### config.mk
export PLATFORM = sky130hd
export DESIGN_NAME = alarm_unit
export DESIGN_NICKNAME = d
export VERILOG_FILES = /design/src/rtl/clock_pkg.sv /design/src/rtl/sec_countdown.sv /design/src/rtl/alarm_unit.sv
export SDC_FILE = /design/constraint.sdc
export NUM_CORES = 1
export LEC_CHECK = 0
export ABC_AREA = 1
export CORE_AREA = 2 2 100 102
export CTS_BUF_LIST = sky130_fd_sc_hd__clkbuf_16
export DETAILED_ROUTE_END_ITERATION = 10
export DIE_AREA = 0 0 102 104
export SLEW_MARGIN = 40
export SYNTH_ARGS = -nofsm -noshare
export SYNTH_HDL_FRONTEND = slang
export SYNTH_SLANG_ARGS = --single-unit
export TNS_END_PERCENT = 10
### constraint.sdc
create_clock -name clk -period 4 [get_ports clk]
set_input_delay 1 -clock clk [delete_from_list [all_inputs] [get_ports clk]]
set_output_delay 1 -clock clk [all_outputs]
set_load 0.02 [all_outputs]
### src/rtl/clock_pkg.sv
// Shared time-of-day widths, constants and alarm state encoding used by
// the clock counter and its downstream alarm logic.
package clock_pkg;

    typedef enum logic [1:0] {
        IDLE    = 2'd0,
        ARMED   = 2'd1,
        RINGING = 2'd2,
        SNOOZE  = 2'd3
    } alarm_state_t;

    localparam int SEC_PER_MIN   = 60;
    localparam int MIN_PER_HOUR  = 60;
    localparam int HOURS_PER_DAY = 24;

    localparam int SEC_W  = 6;
    localparam int MIN_W  = 6;
    localparam int HOUR_W = 5;

    // Wide enough for the longest snooze (15 minutes of seconds).
    localparam int SNZ_W = $clog2(15 * 60 + 1);

    function automatic logic time_valid(input logic [MIN_W-1:0]  m,
                                        input logic [HOUR_W-1:0] h);
        return (m < MIN_W'(MIN_PER_HOUR)) && (h < HOUR_W'(HOURS_PER_DAY));
    endfunction

endpackage

### src/rtl/sec_countdown.sv
// Loadable seconds down-counter: decrements once per sec_tick, stops at zero,
// and flags the tick on which it reaches zero.
module sec_countdown
    import clock_pkg::*;
#(
    parameter int W = SNZ_W
) (
    input  logic         clk,
    input  logic         reset,
    input  logic         sec_tick,
    input  logic         load,
    input  logic         clr,
    input  logic [W-1:0] load_val,
    output logic         zero,
    output logic         expire
);

    logic [W-1:0] count_q;
    logic [W-1:0] count_d;

    // Next count: clear beats load beats decrement.
    always_comb begin
        count_d = count_q;
        if (clr) begin
            count_d = {W{1'b0}};
        end else if (load) begin
            count_d = load_val;
        end else if (sec_tick && (count_q != {W{1'b0}})) begin
            count_d = count_q - W'(1);
        end else begin
            count_d = count_q;
        end
    end

    // Counter register.
    always_ff @(posedge clk or posedge reset) begin
        if (reset) begin
            count_q <= {W{1'b0}};
        end else begin
            count_q <= count_d;
        end
    end

    assign zero   = (count_q == {W{1'b0}});
    assign expire = sec_tick && (count_q == W'(1));

endmodule

### src/rtl/alarm_unit.sv
// Single programmable alarm: matches hour:minute from the clock counter, rings
// with a buzzer square wave, and supports bounded snooze, dismiss and timeout.
module alarm_unit
    import clock_pkg::*;
#(
    parameter int SNOOZE_MIN     = 5,
    parameter int RING_TIMEOUT_S = 60,
    parameter int MAX_SNOOZE     = 3
) (
    input  logic              clk,
    input  logic              reset,
    input  logic              sec_tick,
    input  logic [SEC_W-1:0]  time_sec,
    input  logic [MIN_W-1:0]  time_min,
    input  logic [HOUR_W-1:0] time_hour,
    input  logic              set_en,
    input  logic [MIN_W-1:0]  set_min,
    input  logic [HOUR_W-1:0] set_hour,
    input  logic              arm,
    input  logic              disarm,
    input  logic              snooze,
    input  logic              dismiss,
    output logic [MIN_W-1:0]  alarm_min,
    output logic [HOUR_W-1:0] alarm_hour,
    output logic              armed,
    output logic              ringing,
    output logic              snooze_active,
    output logic [1:0]        snooze_count,
    output logic              buzzer,
    output logic              set_err
);

    localparam logic [SNZ_W-1:0] SNZ_LOAD   = SNZ_W'(SNOOZE_MIN * SEC_PER_MIN);
    localparam logic [7:0]       RING_LIMIT = 8'(RING_TIMEOUT_S);
    localparam logic [1:0]       SNZ_MAX    = 2'(MAX_SNOOZE);

    alarm_state_t      state_q, state_d;
    logic [MIN_W-1:0]  alarm_min_q, alarm_min_d;
    logic [HOUR_W-1:0] alarm_hour_q, alarm_hour_d;
    logic              match_prev_q, match_prev_d;
    logic [7:0]        ring_cnt_q, ring_cnt_d;
    logic [1:0]        snooze_count_q, snooze_count_d;
    logic              buzzer_q, buzzer_d;
    logic              set_err_q, set_err_d;
    logic              armed_q, ringing_q, snooze_active_q;

    logic       match_now, trigger, set_allowed;
    logic [7:0] ring_inc;
    logic       ring_expire;
    logic       snz_load, snz_clr, snz_zero, snz_expire;

    // Seconds are irrelevant to an hour:minute alarm.
    logic unused_time_sec;
    assign unused_time_sec = ^time_sec;

    assign match_now   = (time_hour == alarm_hour_q) && (time_min == alarm_min_q);
    assign trigger     = match_now && !match_prev_q;
    assign set_allowed = (state_q == IDLE) || (state_q == ARMED);
    assign ring_inc    = (ring_cnt_q == 8'hFF) ? ring_cnt_q : ring_cnt_q + 8'd1;
    assign ring_expire = sec_tick && (ring_inc >= RING_LIMIT);

    sec_countdown #(.W(SNZ_W)) u_snz_cnt (
        .clk      (clk),
        .reset    (reset),
        .sec_tick (sec_tick),
        .load     (snz_load),
        .clr      (snz_clr),
        .load_val (SNZ_LOAD),
        .zero     (snz_zero),
        .expire   (snz_expire)
    );

    // Alarm-time writes and edge detection of the hour:minute match.
    always_comb begin
        alarm_min_d  = alarm_min_q;
        alarm_hour_d = alarm_hour_q;
        set_err_d    = 1'b0;
        match_prev_d = match_now;
        if (set_en && set_allowed) begin
            if (time_valid(set_min, set_hour)) begin
                alarm_min_d  = set_min;
                alarm_hour_d = set_hour;
                // Writing the current time must not fire this minute.
                match_prev_d = 1'b1;
            end else begin
                set_err_d = 1'b1;
            end
        end else begin
            set_err_d = 1'b0;
        end
    end

    // Alarm state transitions in priority disarm > dismiss > snooze > expiry > trigger > arm.
    always_comb begin
        state_d        = state_q;
        ring_cnt_d     = ring_cnt_q;
        snooze_count_d = snooze_count_q;
        buzzer_d       = buzzer_q;
        snz_load       = 1'b0;
        snz_clr        = 1'b0;
        case (state_q)
            IDLE: begin
                buzzer_d = 1'b0;
                if (arm) begin
                    state_d = ARMED;
                end else begin
                    state_d = IDLE;
                end
            end
            ARMED: begin
                buzzer_d = 1'b0;
                if (disarm) begin
                    state_d = IDLE;
                end else if (trigger) begin
                    state_d        = RINGING;
                    ring_cnt_d     = 8'd0;
                    snooze_count_d = 2'd0;
                end else begin
                    state_d = ARMED;
                end
            end
            RINGING: begin
                if (disarm) begin
                    state_d  = IDLE;
                    buzzer_d = 1'b0;
                end else if (dismiss) begin
                    state_d        = ARMED;
                    snooze_count_d = 2'd0;
                    buzzer_d       = 1'b0;
                end else if (snooze && (snooze_count_q < SNZ_MAX)) begin
                    state_d        = SNOOZE;
                    snooze_count_d = snooze_count_q + 2'd1;
                    snz_load       = 1'b1;
                    buzzer_d       = 1'b0;
                end else if (ring_expire) begin
                    state_d        = ARMED;
                    snooze_count_d = 2'd0;
                    buzzer_d       = 1'b0;
                end else if (sec_tick) begin
                    ring_cnt_d = ring_inc;
                    buzzer_d   = ~buzzer_q;
                end else begin
                    state_d = RINGING;
                end
            end
            SNOOZE: begin
                buzzer_d = 1'b0;
                if (disarm) begin
                    state_d = IDLE;
                    snz_clr = 1'b1;
                end else if (dismiss) begin
                    state_d        = ARMED;
                    snooze_count_d = 2'd0;
                    snz_clr        = 1'b1;
                end else if (snz_expire || snz_zero) begin
                    state_d    = RINGING;
                    ring_cnt_d = 8'd0;
                end else begin
                    state_d = SNOOZE;
                end
            end
            default: begin
                state_d  = IDLE;
                buzzer_d = 1'b0;
                snz_clr  = 1'b1;
            end
        endcase
    end

    // State, alarm time and registered outputs.
    always_ff @(posedge clk or posedge reset) begin
        if (reset) begin
            state_q         <= IDLE;
            alarm_min_q     <= {MIN_W{1'b0}};
            alarm_hour_q    <= {HOUR_W{1'b0}};
            match_prev_q    <= 1'b0;
            ring_cnt_q      <= 8'd0;
            snooze_count_q  <= 2'd0;
            buzzer_q        <= 1'b0;
            set_err_q       <= 1'b0;
            armed_q         <= 1'b0;
            ringing_q       <= 1'b0;
            snooze_active_q <= 1'b0;
        end else begin
            state_q         <= state_d;
            alarm_min_q     <= alarm_min_d;
            alarm_hour_q    <= alarm_hour_d;
            match_prev_q    <= match_prev_d;
            ring_cnt_q      <= ring_cnt_d;
            snooze_count_q  <= snooze_count_d;
            buzzer_q        <= buzzer_d;
            set_err_q       <= set_err_d;
            armed_q         <= (state_d != IDLE);
            ringing_q       <= (state_d == RINGING);
            snooze_active_q <= (state_d == SNOOZE);
        end
    end

    assign alarm_min     = alarm_min_q;
    assign alarm_hour    = alarm_hour_q;
    assign armed         = armed_q;
    assign ringing       = ringing_q;
    assign snooze_active = snooze_active_q;
    assign snooze_count  = snooze_count_q;
    assign buzzer        = buzzer_q;
    assign set_err       = set_err_q;

endmodule

==> key figures, run 1 <==
Die
  – Die W: 102 um
  – Rows: 36
  – IO Pins: 54
  – Die Height: 104 um
  – Starting Density: 24.4%
  – Core area: 9550 um^2
  – Die area: 10600 um^2

Power and ir drop
  – Leakage power: 1.45 nW
  – Pwr dens: 400 nW/um^2
  – Maximum vdd drop: 197 uV

Outcome
  – Status: finished, final reports clean

Yosys
  – Synth warn: 0
  – Synth async-reset ratio: 100%
  – Cell count after synthesis: 301
  – Post-synth top flop: dfrtp_1
  – Synth Register Bits: 39
  – Post-Syn Area: 2330 um^2
  – Syn_area_per_cell: 7.74 um^2
  – Share of the synthesized area in the top cell type: 41.9%
  – Yosys cell types: 38
  – Sequential fraction of the synthesis area: 41.9%
  – Mapped Nets: 341
  – Most frequent cells after synthesis: nand2_1 (65), inv_1 (42), dfrtp_1 (39)
  – Yosys top cell by area: dfrtp_1
  – Most numerous cell in the Yosys netlist: nand2_1
  – Post-synth EDFFs: 0
  – Largest cells by area after synthesis: dfrtp_1 (42%), nand2_1 (10%), inv_1 (6.8%)

Routing
  – Detailed Route Iter0 Violations: 122
  – Routed wire length: 5.25 mm
  – Routed Antenna Nets: 0
  – First-pass iteration count of the detailed router: 4
  – Routed len/inst: 10.8 um
  – Drt via density: 4.28
  – Routed via count: 2089
  – DR DRC count: 0

Clock network
  – H-tree depth: 2
  – CTS tree: done
  – Clk_lat worst skew: 280 ps
  – Clk pin slew, worst setup/hold paths: 60 ps
  – CTS Hold Buffers Added: 0
  – Root Driver: clkbuf_16
  – Post-CTS Setup Bufs: 0
  – Clk buf depth: 2
  – # resized after CTS: 0
  – Clk sinks: 39
  – CTS Buf Count: 5

Placed design
  – Area after DPL: 2960 um^2
  – Port Buffers: 47
  – Gp weighted congestion: 0.832
  – Detailed placer's ending HPWL: 3.96 mm

Worst setup path
  – Worst path top cell family by delay: simple AND/OR/NAND/NOR gates
  – CP peak stage delay: 410 ps
  – Most used cell, CP: nand3_1
  – WP data required: 4210 ps
  – Worst path bufs/invs: 2
  – Critical-path cell list: clkdlybuf4s50_1, or2_0, a21oi_1, nand3_1, nor2_1, nand3_1, a21oi_2, nand2_2, inv_4, nand3_1, o21ai_1
  – Crit-path max FO: 10
  – Setup Crit Path Kind: input pin to register
  – Startpoint Class: input pin
  – Critical Path End Type: register
  – Slowest CP cell: clkdlybuf4s50_1
  – CP Data Arrival Time: 2890 ps

Hold path
  – Worst Hold Class: register to register

Global route
  – Pin count of the biggest net entering global routing: 40
  – First-pass GRT wire length: 8.88 mm
  – Vias in the first global route: 1981
  – Antenna violations before repair: 0
  – GRT Util Overall: 10.3%
  – Total grt overflow: 0

Timing
  – Pins Over Slew Limit: 0
  – Clock skew: 6.70 ps
  – Worst slew margin: 59.8%
  – Final-report setup violation count: 0
  – Crit share post-route: 67.0%
  – Hold Violations, Final: 0
  – Setup_tns: 0 ps
  – Unrepaired setup endpoints after global routing: false
  – Fmax: 0.373 GHz
  – Tightest Pin Transition: 602 ps
  – Post-layout min period: 2680 ps

Layout
  – Share of cells above drive strength 1: 12.1%
  – Antenna cell count: 0
  – Finished Cell Area: 3100 um^2
  – Final #Nets: 394
  – Area grow syn2layout: 33.2%
  – Fillers: 1042

Run
  – Max-cap violations: 0
## placed cells by master, fill, tap and decap left out, types with 5 or more instances in the layout
cell type        Yosys  layout
nor3_1               5       5
nor2_1              31      31
o21ai_0             15      15
clkdlybuf4s50_1      0      47
inv_2                5       5
dfrtp_1             39      39
xnor2_1              5       5
inv_1               42      43
nand3_1             17      17
clkbuf_16            0       5
nand2_1             65      65
o21ai_1              8       8
nand4_1              7       7
a21oi_1             11      11
mux2_2               7       7
## metal layers
layer	track usage [%]	part of all wire, %	routed length (um)	vias to the layer above
li1	-	-	-	1083
met1	13.2	47	2440	950
met2	15.8	45	2390	43
met3	3.09	5.1	266	13
met4	4.48	3.0	157	0
met5	0	0	0	-
## stage by stage
stage | hold slack (ps) | cells | utilization [%] | power, mW | setup slack [ps]
finish | 480 | 488 | 32.5 | 1.24 | 1320
global placement | 456 | 480 | 31.0 | 0.848 | 995
detailed placement | 467 | 480 | 31.0 | 0.859 | 961
floorplan | 433 | 301 | - | 0.738 | 1770
CTS | 482 | 488 | 32.5 | 1.26 | 1270
global route | 514 | 488 | 32.5 | 1.32 | 1160
## area by class of cell
cell class	instances	area [um^2]	area share, %
tap	133	166	5.37
sequential	39	976	31.5
inverter	48	183	5.89
clock buffer	5	125	4.03
timing repair buffer	48	478	15.4
clock inverter	3	16.3	0.524
multi-input combinational	212	1160	37.3
## registers in the layout, indices dropped and copies added, names as in the netlist, 2 cells and up
register / count
ring_cnt_q: 8
alarm_hour: 5
u_snz_cnt.count_q: 10
snooze_count: 2
state_q: 2
alarm_min: 6
## worst reg2reg max path: stages, from the launching register on
cell and delay (ps):
dfrtp_1 380, inv_1 120, ha_1 270, nand2_1 130
nor3_2 200, nand2_1 90, nand3b_1 110, nand3_1 90
a21oi_2 150, nand2_2 120, inv_4 120, nand3_1 80
o21ai_1 90
## logic make-up (layout without fill, tap and decap cells)
group | count (synthesis) | in the layout | share of synthesized area [%]
buffers and inverters | 50 | 104 | 8.38
AOI/OAI and AO/OA | 42 | 42 | 9.99
and+or+nand+nor | 151 | 151 | 31.2
muxes | 7 | 7 | 3.39
xor gates and xnor gates | 8 | 8 | 3.01
adders and majority gates | 4 | 4 | 2.15
DFF | 39 | 39 | 41.9
## report_power, final
group	switching, mW	leakage [nW]	internal [mW]	total, mW
clock	0.155	0.0710	0.227	0.383
sequential	0.0534	0.500	0.461	0.514
combinational	0.191	0.874	0.152	0.343
## final timing paths
check	startpoint	endpoint	slack, ps	depth (start not counted)
worst max-delay path	time_min[1]	ring_cnt_q[5]$_DFFE_PP0P_	1320	11
worst min-delay path	u_snz_cnt.count_q[1]$_DFFE_PP0P_	u_snz_cnt.count_q[1]$_DFFE_PP0P_	480	2
worst max register to register	u_snz_cnt.count_q[0]$_DFFE_PP0P_	ring_cnt_q[5]$_DFFE_PP0P_	1970	12
worst min register to register	u_snz_cnt.count_q[1]$_DFFE_PP0P_	u_snz_cnt.count_q[1]$_DFFE_PP0P_	480	2
max in group asynchronous	reset	u_snz_cnt.count_q[6]$_DFFE_PP0P_	2490	3
min in group asynchronous	reset	match_prev_q$_DFF_PP0_	1150	3
(Power assumes the default switching activity.)
==> run 2, diff against run 1 <==
==> constraint.sdc (replaced) <==
create_clock -name clk -period 2.7 [get_ports clk]
set_input_delay 0.675 -clock clk [delete_from_list [all_inputs] [get_ports clk]]
set_output_delay 0.675 -clock clk [all_outputs]
set_load 0.02 [all_outputs]
==> key figures, run 2 (synthesis gave the netlist of run 1 again) <==
Routing
  – Routed len/inst: 10.6 um (-1.2%)
  – Routed via count: 2098 (+0.43%)
  – Routed wire length: 5.20 mm (-1.0%)
  – Routed Antenna Nets: 0 (unchanged)
  – DR DRC count: 0 (unchanged)
  – Drt via density: 4.29 (+0.23%)
  – First-pass iteration count of the detailed router: 4 (unchanged)
  – Detailed Route Iter0 Violations: 70 (-43%)

Clock network
  – CTS tree: done
  – Clk pin slew, worst setup/hold paths: 50 ps (about the same)
  – Root Driver: clkbuf_16
  – H-tree depth: 2 (unchanged)
  – Clk_lat worst skew: 280 ps (about the same)
  – Post-CTS Setup Bufs: 0 (unchanged)
  – Clk buf depth: 2 (unchanged)
  – # resized after CTS: 0 (unchanged)
  – Clk sinks: 39 (unchanged)
  – CTS Buf Count: 5 (unchanged)
  – CTS Hold Buffers Added: 0 (unchanged)

Worst setup path
  – Setup Crit Path Kind: input pin to register
  – Critical R2R Launch: ring_cnt_q[0]$_DFFE_PP0P_
  – Critical-path cell list: clkdlybuf4s50_1, or2_0, a21oi_1, nand3_1, nor2_1, nand3_1, a21oi_2, nand2_2, inv_4, nand3_1, o21ai_1
  – Most used cell, CP: nand3_1
  – CP peak stage delay: 410 ps (about the same)
  – WP data required: 2900 ps (-1310 ps)
  – Startpoint Class: input pin
  – Critical Path End Type: register
  – CP Data Arrival Time: 2520 ps (-370 ps)
  – Crit-path max FO: 10 (unchanged)
  – Critical Path Start: time_min[1]
  – Slowest CP cell: clkdlybuf4s50_1

Die
  – Core area: 9550 um^2 (unchanged)
  – Starting Density: 24.4% (unchanged)
  – Rows: 36 (unchanged)
  – IO Pins: 54 (unchanged)
  – Die area: 10600 um^2 (unchanged)
  – Die Height: 104 um (unchanged)
  – Die W: 102 um (unchanged)

Power and ir drop
  – P_int: 1.24 mW (+48%)
  – Leakage power: 1.45 nW (+0.32%)
  – Net Switching: 0.572 mW (+43%)
  – Overall Power: 1.81 mW (+46%)
  – Maximum vdd drop: 329 uV (+67%)
  – Sequential share of power: 42.2% (+0.7 points)
  – Logic gate share of total power: 27.5% (-0.2 points)
  – Clk pwr share: 30.3% (-0.6 points)
  – Pwr dens: 582 nW/um^2 (+46%)
  – Net Sw Frac: 31.5% (-0.67 points)

Global route
  – Antenna violations before repair: 0 (unchanged)
  – GRT Util Overall: 10.4% (+0.078 points)
  – Pin count of the biggest net entering global routing: 40 (unchanged)
  – Vias in the first global route: 2073 (+4.6%)
  – First-pass GRT wire length: 9.07 mm (+2.2%)
  – Total grt overflow: 0 (unchanged)

Timing
  – Post-layout min period: 2310 ps
  – Unrepaired setup endpoints after global routing: false
  – Worst slew margin: 65.9% (+6.1 points)
  – Fmax: 0.432 GHz
  – Hold Violations, Final: 0 (unchanged)
  – Final-report setup violation count: 0 (unchanged)
  – Pins Over Slew Limit: 0 (unchanged)
  – Clock skew: 4.77 ps (-1.92 ps)
  – Tightest Pin Transition: 512 ps (-89.9 ps)
  – Crit share post-route: 85.7%
  – Setup_tns: 0 ps (unchanged)
  – Hold slack final: 465 ps (-15.8 ps)

Outcome
  – Status: finished, final reports clean

Layout
  – Area grow syn2layout: 33.8%
  – Fillers: 1052 (+0.96%)
  – Commonest non-fill, non-tap cells in the layout: nand2_1 (65), clkdlybuf4s50_1 (47), inv_1 (42), dfrtp_1 (39), nor2_1 (31)
  – Biggest register: u_snz_cnt.count_q
  – Share of cells above drive strength 1: 12.6% (+0.53 points)
  – Most common cell after layout, fill and taps aside: nand2_1
  – Largest register FFs: 10 (unchanged)
  – Antenna cell count: 0 (unchanged)
  – Final #Nets: 397 (+0.76%)

Placed design
  – Detailed placer's ending HPWL: 4.06 mm (+2.7%)
  – Gp weighted congestion: 0.706 (-15%)
  – Port Buffers: 47 (unchanged)

Hold path
  – Worst Hold Class: register to register
  – Hold_sp: u_snz_cnt.count_q[9]$_DFFE_PP0P_

Run
  – Max-cap violations: 0 (unchanged)
## run 2: cell type report
cell class              instances  area, um^2  share of cell area, %
clock buffers                   5         125                   4.02
clock inverters                 1        7.51                  0.241
inverters                      48         183                   5.86
multi-input cells             212        1160                   37.1
flip-flops and latches         39         976                   31.3
well taps                     133         166                   5.34
repair buffers                 51         500                   16.1
## run 2: metrics by stage
stage                     cells  utilization (%)  setup WS [ps]  cell area (um^2)
final                       489             32.6            387              3120
after detailed placement    483             31.2           60.7              2980
after CTS                   489             32.6            346              3120
after global placement      483             31.2           75.1              2980
after floorplan             301                -            800              2330
after global routing        489             32.6            208              3120
## run 2: critical path, delay by kind of cell
kind,cells,cell delay [ps]
buffers and inverters,2,530
and+or+nand+nor,6,800
AOI/OAI and AO/OA,3,500
## run 2: metal layers
metal / track usage, % / routed length (um) / vias to the layer above
met2: 16.8 / 2460 / 45
met4: 3.24 / 50 / 0
met1: 13.4 / 2420 / 961
li1: - / - / 1084
met5: 0 / 0 / -
met3: 2.62 / 269 / 8
## run 2: power by group through the flow
stage                     Clock [mW]  Sequential (mW)  Combinational [mW]
final                          0.550            0.765               0.498
after global routing           0.598            0.779               0.560
after CTS                      0.575            0.765               0.503
after detailed placement           0            0.775               0.500
after global placement             0            0.771               0.489
after floorplan                    0            0.791               0.303
## run 2: final timing paths
kind                                                          to  slack [ps]  cells past startpoint
worst max-delay path                   ring_cnt_q[3]$_DFFE_PP0P_         390                     11
worst min-delay path            u_snz_cnt.count_q[9]$_DFFE_PP0P_         460                      1
worst max register to register       snooze_count[0]$_DFFE_PP0P_         750                     12
worst min register to register  u_snz_cnt.count_q[9]$_DFFE_PP0P_         460                      1
max in group asynchronous              ring_cnt_q[5]$_DFFE_PP0P_        1520                      3
min in group asynchronous               alarm_min[4]$_DFFE_PP0P_         820                      3
